### src/rtl/fetch_sequencer.sv
// Fetch/decode control for the PC, AR and IR registers: drives their strobes through
// fetch -> decode -> optional indirect -> execute handoff, with a memory-ack timeout.
//
// state | meaning
// IDLE  | stopped, waiting for start
// BOOT  | clear PC after reset or error
// T0    | AR <= PC
// T1    | read instruction; IR <= mem, PC++ on ack
// T2    | AR <= address field of IR
// T3    | indirect read; AR <= mem on ack
// EX    | instruction handed to execute stage
// ERR   | memory ack timeout, waiting for start
module fetch_sequencer #(
  parameter int DW      = 16,
  parameter int AW      = 12,
  parameter int TIMEOUT = 15
) (
  input  logic          clk,
  input  logic          asyncclear_n,
  input  logic          start,
  input  logic          halt,
  input  logic          mem_ack,
  input  logic [DW-1:0] ir_q,
  input  logic          exec_done,
  output logic          mem_rd,
  output logic          ar_load,
  output logic [1:0]    ar_src,
  output logic          pc_inc,
  output logic          pc_clear,
  output logic          ir_load,
  output logic          instr_valid,
  output logic          busy,
  output logic          timeout_err
);

  typedef enum logic [2:0] {IDLE, BOOT, T0, T1, T2, T3, EX, ERR} state_t;

  localparam logic [7:0] TC_LAST = 8'(TIMEOUT - 1);

  state_t     state, state_nxt;
  logic       booted, halt_pend;
  logic [7:0] tcnt;
  logic       mem_rd_q, ar_load_q, pc_clear_q, instr_valid_q, busy_q, timeout_err_q;
  logic [1:0] ar_src_q;
  logic       in_read, ack_t1, ack_t3;

  // Only the indirect bit is decoded here; the address field goes straight to the AR mux.
  logic unused_ir;
  assign unused_ir = ^ir_q[DW-2:0];

  assign in_read = (state == T1) || (state == T3);

  always_comb begin
    state_nxt = state;
    case (state)
      IDLE: if (start) state_nxt = booted ? T0 : BOOT;
      BOOT: state_nxt = T0;
      T0:   state_nxt = T1;
      T1: begin
        if (mem_ack)              state_nxt = T2;
        else if (tcnt == TC_LAST) state_nxt = ERR;
      end
      T2:   state_nxt = ir_q[DW-1] ? T3 : EX;
      T3: begin
        if (mem_ack)              state_nxt = EX;
        else if (tcnt == TC_LAST) state_nxt = ERR;
      end
      EX:   if (exec_done) state_nxt = (halt_pend || halt) ? IDLE : T0;
      ERR:  if (start) state_nxt = BOOT;
      default: state_nxt = IDLE;
    endcase
  end

  always_ff @(posedge clk or negedge asyncclear_n) begin
    if (!asyncclear_n) begin
      state         <= IDLE;
      booted        <= 1'b0;
      halt_pend     <= 1'b0;
      tcnt          <= '0;
      mem_rd_q      <= 1'b0;
      ar_load_q     <= 1'b0;
      ar_src_q      <= 2'd0;
      pc_clear_q    <= 1'b0;
      instr_valid_q <= 1'b0;
      busy_q        <= 1'b0;
      timeout_err_q <= 1'b0;
    end else begin
      state <= state_nxt;
      if (state == BOOT) booted <= 1'b1;

      if (state == EX && exec_done)            halt_pend <= 1'b0;
      else if (state != IDLE && state != ERR)  halt_pend <= halt_pend | halt;

      // Wait counter restarts on every entry into a read state.
      if ((state_nxt == T1 || state_nxt == T3) && state_nxt != state) tcnt <= '0;
      else if (in_read && !mem_ack)                                   tcnt <= tcnt + 8'd1;

      // Moore outputs are registered from the next state.
      mem_rd_q      <= (state_nxt == T1) || (state_nxt == T3);
      ar_load_q     <= (state_nxt == T0) || (state_nxt == T2);
      ar_src_q      <= (state_nxt == T2) ? 2'd1 : 2'd0;
      pc_clear_q    <= (state_nxt == BOOT);
      instr_valid_q <= (state_nxt == EX);
      busy_q        <= (state_nxt != IDLE) && (state_nxt != ERR);
      timeout_err_q <= (state_nxt == ERR);
    end
  end

  // Read-completion strobes must act on the ack cycle itself, so they bypass the registers.
  assign ack_t1 = (state == T1) && mem_ack;
  assign ack_t3 = (state == T3) && mem_ack;

  assign mem_rd      = mem_rd_q;
  assign ar_load     = ar_load_q | ack_t3;
  assign ar_src      = ar_src_q | (ack_t3 ? 2'd2 : 2'd0);
  assign pc_inc      = ack_t1;
  assign ir_load     = ack_t1;
  assign pc_clear    = pc_clear_q;
  assign instr_valid = instr_valid_q;
  assign busy        = busy_q;
  assign timeout_err = timeout_err_q;

endmodule

### config.mk
export PLATFORM = sky130hd
export DESIGN_NAME = fetch_sequencer
export DESIGN_NICKNAME = d
export VERILOG_FILES = /design/src/rtl/fetch_sequencer.sv
export SDC_FILE = /design/constraint.sdc
export NUM_CORES = 1
export LEC_CHECK = 0
export CORE_MARGIN = 2
export CORE_UTILIZATION = 35
export CTS_CLUSTER_SIZE = 30
export DETAILED_ROUTE_END_ITERATION = 8
export SLEW_MARGIN = 10
export SYNTH_ARGS = -nofsm -noshare
export SYNTH_HDL_FRONTEND = slang
export SYNTH_SLANG_ARGS = --single-unit
export TNS_END_PERCENT = 100
### constraint.sdc
create_clock -name clk -period 2.95 [get_ports clk]
set_input_delay 0.295 -clock clk [delete_from_list [all_inputs] [get_ports clk]]
set_output_delay 0.295 -clock clk [all_outputs]
set_load 0.05 [all_outputs]
==> impl_table.tex <==
\begin{tabular}{lr}
\hline
Metric & Value \\
\hline
\multicolumn{2}{l}{\textbf{Yosys}} \\
Biggest area contributors in the synthesized netlist & sky130\_fd\_sc\_hd\_\_dfrtp\_1, sky130\_fd\_sc\_hd\_\_nor2\_1, sky130\_fd\_sc\_hd\_\_nand3\_1, sky130\_fd\_sc\_hd\_\_xnor2\_1, sky130\_fd\_sc\_hd\_\_xor2\_1 \\
Count of yosys warnings during synthesis & 0 \\
Fraction of the mapped netlist area in compound gates & 13.9\% \\
Number of synthesized flops with an enable pin & 0 \\
Share of cell area taken by muxes after synthesis & 0.926\% \\
FFs w/ async S/R, synth & 100\% \\
Most common cell in the synthesized netlist & sky130\_fd\_sc\_hd\_\_dfrtp\_1 \\
Synthesized area per cell & 10.3 µm² \\
Cell area after synthesis & 1080 µm² \\
Arithmetic-cell share of the synthesized area counting full adders, half adders and majority gates & 3.36\% \\
Area fraction in and, or, nand and nor cells after synthesis & 22.9\% \\
Unique cell type count in the Yosys netlist & 38 \\
Area share of the leading cell type in the synthesized netlist & 46.3\% \\
Sequential share of the synthesized area & 46.3\% \\
Biggest area consumer among synthesized cells & sky130\_fd\_sc\_hd\_\_dfrtp\_1 \\
Net count after synthesis & 129 \\
Seq cells post-synth & 20 \\
Combinational family with the most area after synthesis & simple AND/OR/NAND/NOR gates \\
Most common library cells after synthesis & sky130\_fd\_sc\_hd\_\_dfrtp\_1, sky130\_fd\_sc\_hd\_\_nor2\_1, sky130\_fd\_sc\_hd\_\_nand2\_1, sky130\_fd\_sc\_hd\_\_nand3\_1 \\
Top\_reg\_cell synth & sky130\_fd\_sc\_hd\_\_dfrtp\_1 \\
Parity-gate share of the synthesized area counting xor and xnor cells & 6.48\% \\
Synthesized instance count & 105 \\
\multicolumn{2}{l}{\textbf{GRT}} \\
Number of global-route vias before repair & 772 \\
GR Overflow Total & 0 \\
Wire length of the first global-routing pass & 3390 µm \\
Global-route total usage across every layer & 12.5\% \\
Maximum number of pins on one net before global-route repair & 21 \\
Antenna violations before repair & 0 \\
\multicolumn{2}{l}{\textbf{Critical path}} \\
Reg-to-reg startpoint & state[2]\$\_DFF\_PN0\_ \\
Critical Path Source Type & flip-flop \\
Data required time of the critical path & 2.65 ns \\
CP max FO & 7 \\
Critical Path AT & 2.21 ns \\
First element of the critical path & state[0]\$\_DFF\_PN0\_ \\
Kind of end point of the critical path & output pin \\
Category of the critical setup timing path & flip-flop to output pin \\
\multicolumn{2}{l}{\textbf{Routing}} \\
Remaining DRCs & 0 \\
Number of DRC violations after detailed-routing iteration 0 & 22 \\
First-pass detailed-route iteration total & 4 \\
Vias post-DR & 775 \\
Routed length per instance & 12.8 µm \\
Residual antenna-violating net count after detailed routing & 0 \\
Final routed wirelength across all metal layers & 1960 µm \\
Detail-routed via count per cell & 5.07 \\
\multicolumn{2}{l}{\textbf{Power and ir drop}} \\
Clock power share & 12.0\% \\
Portion of total power attributed to combinational logic & 54.8\% \\
Reported net switching power & 624 µW \\
Leakage power & 0.547 nW \\
Switching power share of the total & 47.7\% \\
Share of total power in sequential cells & 33.2\% \\
Int Power & 684 µW \\
Cell area power density & 1030 nW/µm² \\
Worst supply voltage drop on vdd & 0.535 mV \\
\multicolumn{2}{l}{\textbf{Timing}} \\
Transition time of the tightest slew-check pin & 0.895 ns \\
Setup skew after layout & 0.00320 ns \\
Setup TNS & 0 ns \\
Number of max-slew violations in the final report & 0 \\
Period minus WS final & 2.50 ns \\
Relative slew slack & 40.1\% \\
Share of the clock period used by the worst path & 84.9\% \\
Setup repair after global routing missed its margin & false \\
Final Hold Violating Endpoints & 0 \\
Top achievable clock speed & 0.399 GHz \\
Final number of setup-violating endpoints & 0 \\
\multicolumn{2}{l}{\textbf{Floorplan}} \\
Number of rows in the core area & 20 \\
Area enclosed by the die boundary & 3550 µm² \\
Std-Cell Core Area & 3000 µm² \\
Die extent in x & 59.6 µm \\
Die height & 59.6 µm \\
Initial standard-cell utilization of the core & 36.0\% \\
Number of top-level design ports & 32 \\
\multicolumn{2}{l}{\textbf{Layout}} \\
Final Net Count & 145 \\
Filler-free cell count of the finished design & 153 \\
Filler cell count & 312 \\
Area grow syn2layout & 17.9\% \\
Ant diodes & 0 \\
Share of cells above drive strength 1 & 20.0\% \\
\multicolumn{2}{l}{\textbf{Clocking}} \\
Count of buffers added by post-CTS timing repair for setup & 0 \\
Number of sinks on the clock net & 20 \\
Longest Clk Path Bufs & 2 \\
CTS Root Buffer Type & sky130\_fd\_sc\_hd\_\_clkbuf\_4 \\
Clock slew seen by the registers of the worst setup and hold paths & 0.11 ns \\
CTS hold repair buffers & 0 \\
Clock insertion delay at the later pin of the skew report & 0.30 ns \\
Number of levels in the clock H-tree & 1 \\
CTS buffer count & 3 \\
Post-cts sizing count & 0 \\
Clock tree from TritonCTS & built \\
\multicolumn{2}{l}{\textbf{Placement}} \\
Count of placed standard cells including taps & 149 \\
Port buffer count & 16 \\
Final weighted congestion of routability-driven global placement & 0.769 \\
Dpl hpwl & 1430 µm \\
\multicolumn{2}{l}{\textbf{Job}} \\
Max\_cap viols & 0 \\
\multicolumn{2}{l}{\textbf{Worst hold path}} \\
Path class of the lowest-slack min-delay path & input port to asynchronous set/reset pin \\
\multicolumn{2}{l}{\textbf{Outcome}} \\
Status & complete, no violations \\
\hline
\end{tabular}
cell type report:
| class | count | area [µm²] | area share, % |
|---|---|---|---|
| clock buffer | 4 | 36.3 | 2.85 |
| timing repair buffer | 16 | 155 | 12.2 |
| multi-input combinational | 73 | 514 | 40.3 |
| inverter | 7 | 27.5 | 2.16 |
| tap | 33 | 41.3 | 3.24 |
| sequential | 20 | 500 | 39.3 |
per-layer routing:
| layer | global-route usage [%] | up-vias | part of all wire, % |
|---|---|---|---|
| li1 | - | 386 | - |
| met1 | 16.1 | 375 | 48 |
| met2 | 21.5 | 14 | 49 |
| met3 | 3.93 | 0 | 2.9 |
| met4 | 0.952 | 0 | 0 |
| met5 | 0 | - | 0 |
power by group through the flow:
stage          logic [mW]  registers, mW  clock network, mW
2_1_floorplan       0.509          0.496                  0
3_3_place_gp        0.717          0.438                  0
3_5_place_dp        0.722          0.439                  0
4_1_cts             0.726          0.435              0.166
5_1_grt             0.785          0.449              0.174
6_report            0.716          0.434              0.157
cell families after synthesis:
group,after synthesis
adders and majority gates,3
xor gates and xnor gates,8
DFF,20
and+or+nand+nor,45
buffers and inverters,12
muxes,1
AOI/OAI and AO/OA,16
registers in the layout, summed over array words and instances, names as in the netlist:
| signal | flops |
|---|---|
| ar_load_q | 1 |
| ar_src_q | 1 |
| booted | 1 |
| busy | 1 |
| halt_pend | 1 |
| instr_valid | 1 |
| mem_rd | 1 |
| pc_clear | 1 |
| state | 3 |
| tcnt | 8 |
| timeout_err | 1 |
worst max-delay path, cell delays in order, from the launching register on:
cell,delay [ns]
sky130_fd_sc_hd__dfrtp_1,0.48
sky130_fd_sc_hd__inv_2,0.17
sky130_fd_sc_hd__nor2_1,0.09
sky130_fd_sc_hd__and3_1,0.20
sky130_fd_sc_hd__or2_2,0.27
sky130_fd_sc_hd__clkdlybuf4s50_1,0.70
cells in the final DEF (no fill, tap or decap), drive strengths merged, types with 2 or more instances in the layout:
master,count
clkbuf,4
a211oi,2
ha,2
inv,6
xnor2,4
buf,2
nor3b,2
xor2,4
a21oi,4
o31ai,2
nand3,7
dfrtp,20
and3,3
nand2,9
nor3,3
clkdlybuf4s50,14
nor2,15
through the flow:
step	worst slack (ns)	utilization (%)	power, mW	cell area, µm²	hold WS [ns]
after floorplan	0.382	-	1.01	1080	-0.000591
after global placement	0.561	41.3	1.15	1240	0.460
after detailed placement	0.560	41.3	1.16	1240	0.472
after CTS	0.420	42.5	1.33	1270	0.496
after global routing	0.328	42.5	1.41	1270	0.533
final	0.446	42.5	1.31	1270	0.488
final timing paths:
check,endpoint,slack [ns],depth (start not counted)
min in group clk,booted$_DFFE_PN0P_,0.49,1
worst min register to register,booted$_DFFE_PN0P_,0.49,1
worst min-delay path,tcnt[6]$_DFFE_PN0P_,0.49,1
max in group asynchronous,state[1]$_DFF_PN0_,1.91,1
worst max register to register,busy$_DFF_PN0_,1.07,6
worst max-delay path,ar_load,0.45,5
Power figures use the tool's default switching activity.
